`src/rtl/spi_arb_pkg.sv`:
```
// Shared types and default parameters for the SPI transaction arbiter.
package spi_arb_pkg;

  typedef enum logic [2:0] {
    IDLE,
    START,
    BUSY,
    DONE,
    GAP
  } arb_state_e;

  localparam int N_REQ_DEF         = 4;
  localparam int SYNC_STAGES_DEF   = 2;
  localparam int START_TIMEOUT_DEF = 64;
  localparam int GAP_CYCLES_DEF    = 8;

  function automatic int wrap_inc(input int idx, input int n);
    return (idx + 1 >= n) ? 0 : idx + 1;
  endfunction

endpackage

```
`src/rtl/spi_rr_pick.sv`:
```
// Combinational round-robin picker: first asserted request at or after ptr, wrapping.
module spi_rr_pick #(
  parameter int N  = 4,
  parameter int IW = 2
) (
  input  logic [N-1:0]  req,
  input  logic [IW-1:0] ptr,
  output logic [N-1:0]  onehot,
  output logic [IW-1:0] idx,
  output logic          any
);

  logic [IW:0]   cand;
  logic [IW-1:0] cand_i;

  // Scan from the farthest offset back to ptr so the nearest hit is written last.
  always_comb begin
    onehot = '0;
    idx    = '0;
    any    = 1'b0;
    cand   = '0;
    cand_i = '0;
    for (int k = N - 1; k >= 0; k--) begin
      cand = {1'b0, ptr} + (IW + 1)'(k);
      if (cand >= (IW + 1)'(N)) cand = cand - (IW + 1)'(N);
      cand_i = cand[IW-1:0];
      if (req[cand_i]) begin
        onehot         = '0;
        onehot[cand_i] = 1'b1;
        idx            = cand_i;
        any            = 1'b1;
      end
    end
  end

endmodule

```
`src/rtl/spi_txn_arbiter.sv`:
```
// Round-robin arbiter sharing one SPI master between N_REQ byte-transaction requesters.
module spi_txn_arbiter
  import spi_arb_pkg::*;
#(
  parameter int N_REQ         = N_REQ_DEF,
  parameter int SYNC_STAGES   = SYNC_STAGES_DEF,
  parameter int START_TIMEOUT = START_TIMEOUT_DEF,
  parameter int GAP_CYCLES    = GAP_CYCLES_DEF
) (
  input  logic                 clk,
  input  logic                 SPI_reset,
  input  logic [N_REQ-1:0]     req,
  input  logic [N_REQ*8-1:0]   req_data,
  input  logic [N_REQ-1:0]     req_msb,
  input  logic [N_REQ*2-1:0]   req_div,
  output logic [N_REQ-1:0]     gnt,
  output logic [N_REQ-1:0]     done,
  output logic [7:0]           rdata,
  output logic                 err,
  output logic                 m_start,
  output logic [7:0]           m_data_trans,
  output logic                 m_MSB,
  output logic [1:0]           m_div,
  input  logic                 m_flag,
  input  logic [7:0]           m_data_rec
);

  localparam int IW = (N_REQ > 1) ? $clog2(N_REQ) : 1;
  localparam int TW = $clog2(START_TIMEOUT + 1);
  localparam int GW = $clog2(GAP_CYCLES + 1);

  logic [7:0] data_arr [N_REQ];
  logic [1:0] div_arr  [N_REQ];

  for (genvar gi = 0; gi < N_REQ; gi++) begin : g_unpack
    assign data_arr[gi] = req_data[gi*8 +: 8];
    assign div_arr[gi]  = req_div[gi*2 +: 2];
  end

  logic [SYNC_STAGES-1:0] flag_sync_q;
  logic [7:0]             data_sync_q [SYNC_STAGES];
  logic                   flag_s;
  logic [7:0]             data_s;

  always_ff @(posedge clk) begin
    if (SPI_reset) flag_sync_q <= '0;
    else           flag_sync_q <= {flag_sync_q[SYNC_STAGES-2:0], m_flag};
  end

  // Data travels through the same depth as the flag so both are seen coherently.
  for (genvar gi = 0; gi < SYNC_STAGES; gi++) begin : g_dsync
    if (gi == 0) begin : g_first
      always_ff @(posedge clk) begin
        if (SPI_reset) data_sync_q[gi] <= 8'h00;
        else           data_sync_q[gi] <= m_data_rec;
      end
    end else begin : g_rest
      always_ff @(posedge clk) begin
        if (SPI_reset) data_sync_q[gi] <= 8'h00;
        else           data_sync_q[gi] <= data_sync_q[gi-1];
      end
    end
  end

  assign flag_s = flag_sync_q[SYNC_STAGES-1];
  assign data_s = data_sync_q[SYNC_STAGES-1];

  arb_state_e        state_q;
  logic [N_REQ-1:0]  gnt_q, done_q;
  logic [7:0]        rdata_q, m_data_trans_q;
  logic              err_q, m_start_q, m_msb_q;
  logic [1:0]        m_div_q;
  logic [IW-1:0]     ptr_q, ptr_d, g_q;
  logic [TW-1:0]     tmo_q;
  logic [GW-1:0]     gap_q;

  logic [N_REQ-1:0]  pick_onehot;
  logic [IW-1:0]     pick_idx;
  logic              pick_any;

  spi_rr_pick #(.N(N_REQ), .IW(IW)) u_pick (
    .req    (req),
    .ptr    (ptr_q),
    .onehot (pick_onehot),
    .idx    (pick_idx),
    .any    (pick_any)
  );

  assign ptr_d = IW'(wrap_inc(int'(g_q), N_REQ));

  always_ff @(posedge clk) begin
    if (SPI_reset) begin
      state_q        <= IDLE;
      gnt_q          <= '0;
      done_q         <= '0;
      err_q          <= 1'b0;
      m_start_q      <= 1'b0;
      rdata_q        <= 8'h00;
      m_data_trans_q <= 8'h00;
      m_msb_q        <= 1'b1;
      m_div_q        <= 2'b11;
      ptr_q          <= '0;
      g_q            <= '0;
      tmo_q          <= '0;
      gap_q          <= '0;
    end else begin
      case (state_q)
        IDLE: begin
          if (pick_any) begin
            gnt_q          <= pick_onehot;
            g_q            <= pick_idx;
            m_data_trans_q <= data_arr[pick_idx];
            m_msb_q        <= req_msb[pick_idx];
            m_div_q        <= div_arr[pick_idx];
            m_start_q      <= 1'b1;
            tmo_q          <= '0;
            state_q        <= START;
          end
        end
        START: begin
          if (flag_s) begin
            m_start_q <= 1'b0;
            state_q   <= BUSY;
          end else if (tmo_q == TW'(START_TIMEOUT - 1)) begin
            m_start_q <= 1'b0;
            err_q     <= 1'b1;
            done_q    <= gnt_q;
            state_q   <= DONE;
          end else begin
            tmo_q <= tmo_q + 1'b1;
          end
        end
        BUSY: begin
          // Registering done/rdata here makes them visible in the DONE cycle.
          if (!flag_s) begin
            done_q  <= gnt_q;
            rdata_q <= data_s;
            state_q <= DONE;
          end
        end
        DONE: begin
          done_q  <= '0;
          gnt_q   <= '0;
          ptr_q   <= ptr_d;
          gap_q   <= '0;
          state_q <= GAP;
        end
        GAP: begin
          if (gap_q == GW'(GAP_CYCLES - 1)) begin
            err_q   <= 1'b0;
            state_q <= IDLE;
          end else begin
            gap_q <= gap_q + 1'b1;
          end
        end
        default: state_q <= IDLE;
      endcase
    end
  end

  assign gnt          = gnt_q;
  assign done         = done_q;
  assign rdata        = rdata_q;
  assign err          = err_q;
  assign m_start      = m_start_q;
  assign m_data_trans = m_data_trans_q;
  assign m_MSB        = m_msb_q;
  assign m_div        = m_div_q;

endmodule

```
`config.mk`:
```
export PLATFORM = sky130hd
export DESIGN_NAME = spi_txn_arbiter
export DESIGN_NICKNAME = d
export VERILOG_FILES = /design/src/rtl/spi_arb_pkg.sv /design/src/rtl/spi_rr_pick.sv /design/src/rtl/spi_txn_arbiter.sv
export SDC_FILE = /design/constraint.sdc
export NUM_CORES = 1
export LEC_CHECK = 0
export ABC_AREA = 1
export ABC_CLOCK_PERIOD_IN_PS = 2100
export CORE_UTILIZATION = 45
export CTS_CLUSTER_DIAMETER = 40
export DETAILED_ROUTE_END_ITERATION = 12
export GPL_TIMING_DRIVEN = 0
export PLACE_DENSITY = 0.8
export SYNTH_ARGS = -nofsm -noshare
export SYNTH_HDL_FRONTEND = slang
export SYNTH_SLANG_ARGS = --single-unit
```
`constraint.sdc`:
```
create_clock -name clk -period 2.1 [get_ports clk]
set_clock_uncertainty 0.15 [all_clocks]
set_input_delay 0.525 -clock clk [delete_from_list [all_inputs] [get_ports clk]]
set_output_delay 0.525 -clock clk [all_outputs]
set_load 0.1 [all_outputs]
```
==> metrics.cfg <==
[clocking]
clkTransAtPathRegs_ns=0.08
worstSkewPairLatency_ns=0.35
cts_num_sinks=65
cts_root_buffer=clkbuf_8
cts_buffers=9
cts_max_level=3
cts_tree=yes
cts_max_path_buffers=2

[place]
detailed_place.area_um2=4498
port_buffers=87
gp_routability_congestion=0.9113
pre_cts_ws_ns=-0.4838
detailed_place_hpwl_mm=6.567
placed_cells=704

[layout]
fillers=556
finish.net_count=714
flow.area_growth_from_synthesis_pct=51.02
antennaDiodeCount=0
post_route_cells_drive_above_1_share_pct=24.50
design_area_um2=5285
layout.cells.non_filler=748

[sta]
final_period_minus_worst_setup_slack_ns=2.183
setup_viol=9
fin_crit_sh_pct=104.0
drv_slew=0
fin_setup_tns_ns=-0.3031
clock.fmax_ghz=0.4580
worstMarginPinSlew_ns=0.5621
finalHoldViolCount=0
grt_setup_unrepaired=true
final.setup.worst_slack_ns=-0.08339
relSlewSlack_pct=62.70

[floorplan]
placeableCoreArea_um2=7370
initial_utilization_pct=47.49
design.die.area_um2=8133
boundaryPins=88
dieHeight_um=90.19
placementRows=31
floorplan.die.width_um=90.19

[synth]
post_synth_inst_count=518
yosys_register_bits=65
synth_fp_nets=588
synth_area_um2=3500
async_flop_share_pct=0
syn_avg_cell_area_um2=6.756
synth_enable_flop_cells=0
synthDistinctLibCells=33
ys.flop_type=dfxtp_1
synth.yosys.warnings=0
fraction_of_the_yosys_area_taken_by_sequential_cells_pct=37.18

[run_status]
status=finished, violations left
failed_checks=negative setup slack

[power_and_ir_drop]
power.static_leakage_nw=2.478
finalPower_w=0.007409
vdd_ir_drop_max_v=0.0008078
p_per_area_nw_per_um2=1402

[worst_setup_path]
worst-r2r-cell-count=15
wp_data_required_ns=2.25
start_to_end_type_of_the_worst_setup_path=reg -> reg
worstSetupEndpointType=register
cp-start-kind=register
crit_path_max_fanout=8
arrival_time_at_the_worst_endpoint_ns=2.33

[grt]
global_route.overflow_total=0
first_global_vias=3418
grt_start_max_net_pins=15
grt_first_pass_wirelength_mm=15.39
grt_util_all_layers_pct=23.51
antenna_violations_before_repair=0

[route]
route.final.wire_length_mm=10.35
final_antenna_net_count=0
total_number_of_vias=3772
drt_iter0_markers=143
drc=0
detail_route.wl_per_cell_um=13.84
first_pass_iters=5
post_drt_via_cell_ratio=5.043

[min_path]
worstHoldPathType=reg -> reg
worstHoldPathCells=2

[job]
cap_viol_max_count=0

==> cells by family after synthesis <==
group	after synthesis	synth area share (%)
AOI/OAI and AO/OA	64	10.01
xor gates and xnor gates	4	1.001
adders and majority gates	11	3.933
buffers and inverters	117	13.62
DFF	65	37.18
and+or+nand+nor	257	34.25
==> sequential cells by signal (all words and copies together), names as in the netlist, 2 cells and up <==
signal / cells
data_sync_q: 16
gnt: 4
rdata: 8
m_data_trans: 8
g_q: 2
state_q: 3
tmo_q: 7
m_div: 2
gap_q: 4
done: 4
flag_sync_q: 2
ptr_q: 2
==> synth_stat cells, types with 3 or more instances <==
cell type | number | share of area [%]
nand2_1 | 105 | 11
inv_1 | 93 | 10
dfxtp_1 | 65 | 37
nand3_1 | 60 | 8.6
nor2_1 | 45 | 4.8
a21oi_1 | 43 | 6.1
nand3b_1 | 12 | 2.6
o21ai_0 | 12 | 1.7
ha_1 | 11 | 3.9
nand2_2 | 10 | 1.8
clkbuf_1 | 8 | 0.86
nor3_1 | 6 | 0.86
buf_2 | 5 | 0.71
inv_2 | 5 | 0.54
nand3_2 | 5 | 1.4
nand4_1 | 4 | 0.71
xor2_1 | 4 | 1.0
buf_6 | 3 | 0.97
nor2_2 | 3 | 0.54
==> critical path, stage by stage, from the launching register on <==
cell and delay, ns:
dfxtp_4 0.41, clkinv_8 0.08, ha_4 0.30, nand3_2 0.11, nand2_4 0.10, inv_4 0.05, nand2_2 0.06, nand2_2 0.06
nand2_4 0.15, nand2_8 0.09, buf_4 0.14, nand2_1 0.08, nand3_1 0.11, nand3_1 0.11, nand2_1 0.05, inv_1 0.06
==> layout make-up <==
type                            count  area (um2)  share of cell area, %
Sequential cell                    65        1311                  24.81
Timing Repair Buffer              116        1169                  22.11
Multi-Input combinational cell    336        1958                  37.05
Clock inverter                      7       85.08                  1.610
Tap cell                           99       123.9                  2.344
Buffer                             16       115.1                  2.178
Clock buffer                        9       123.9                  2.344
Inverter                          100       399.1                  7.552
==> power breakdown <==
group	switching [W]	total (W)	internal, W
combinational	0.00310	0.00463	0.00153
sequential	0.000168	0.00166	0.00149
clock	0.000550	0.00112	0.000572
total	0.00382	0.00741	0.00359
==> cells in the final DEF, fill, tap and decap left out, types with 3 or more instances in the layout <==
cell             Yosys  routed
ha_1                11       9
a21oi_1             43      42
buf_4                1      27
inv_6                1       3
clkdlybuf4s50_1      0      54
inv_1               93      85
nand2_4              2       9
nand3_2              5      13
nor2_2               3       3
dfxtp_1             65      61
nand2_1            105      88
inv_2                5       9
o21ai_0             12      12
nand4_1              4       4
buf_6                3       6
nand3b_1            12      12
clkbuf_1             8       7
nand3_1             60      47
xor2_1               4       4
clkbuf_8             0       9
nand2_2             10      19
nand3_4              0       5
inv_4                0       3
nor2_1              45      44
dlymetal6s2s_1       0       4
clkdlybuf4s15_2      0      29
nor3_1               6       6
==> through the flow <==
step	hold slack [ns]	utilization, %
global route	0.2836	71.71
floorplan	0.2383	-
detailed placement	0.2456	61.04
finish	0.2605	71.71
global placement	0.2398	61.04
CTS	0.2590	67.33
==> path summary, 6_finish.rpt <==
kind	start	to	slack, ns
max reg2reg	ptr_q[0]	m_data_trans[2]	-0.08
min reg2reg	data_sync_q[0][7]	data_sync_q[1][7]	0.26
min	data_sync_q[0][7]	data_sync_q[1][7]	0.26
max	ptr_q[0]	m_data_trans[2]	-0.08
==> metal layers <==
| metal | GRT usage (%) | vias up | share of wire, % |
|---|---|---|---|
| li1 | - | 1880 | - |
| met1 | 27.64 | 1722 | 44 |
| met2 | 41.22 | 150 | 48 |
| met3 | 4.822 | 20 | 5.6 |
| met4 | 10.08 | 0 | 2.2 |
| met5 | 0 | - | 0 |
==> timing repair <==
item / in CTS / in global routing
cloned: 2 / 2
pin swaps: 9 / 20
setup endpoints to repair: 43 / 34
setup buffers: 9 / 16
hold buffers: 0 / 0
resized for setup: 120 / 56
Power figures use the tool's default switching activity.
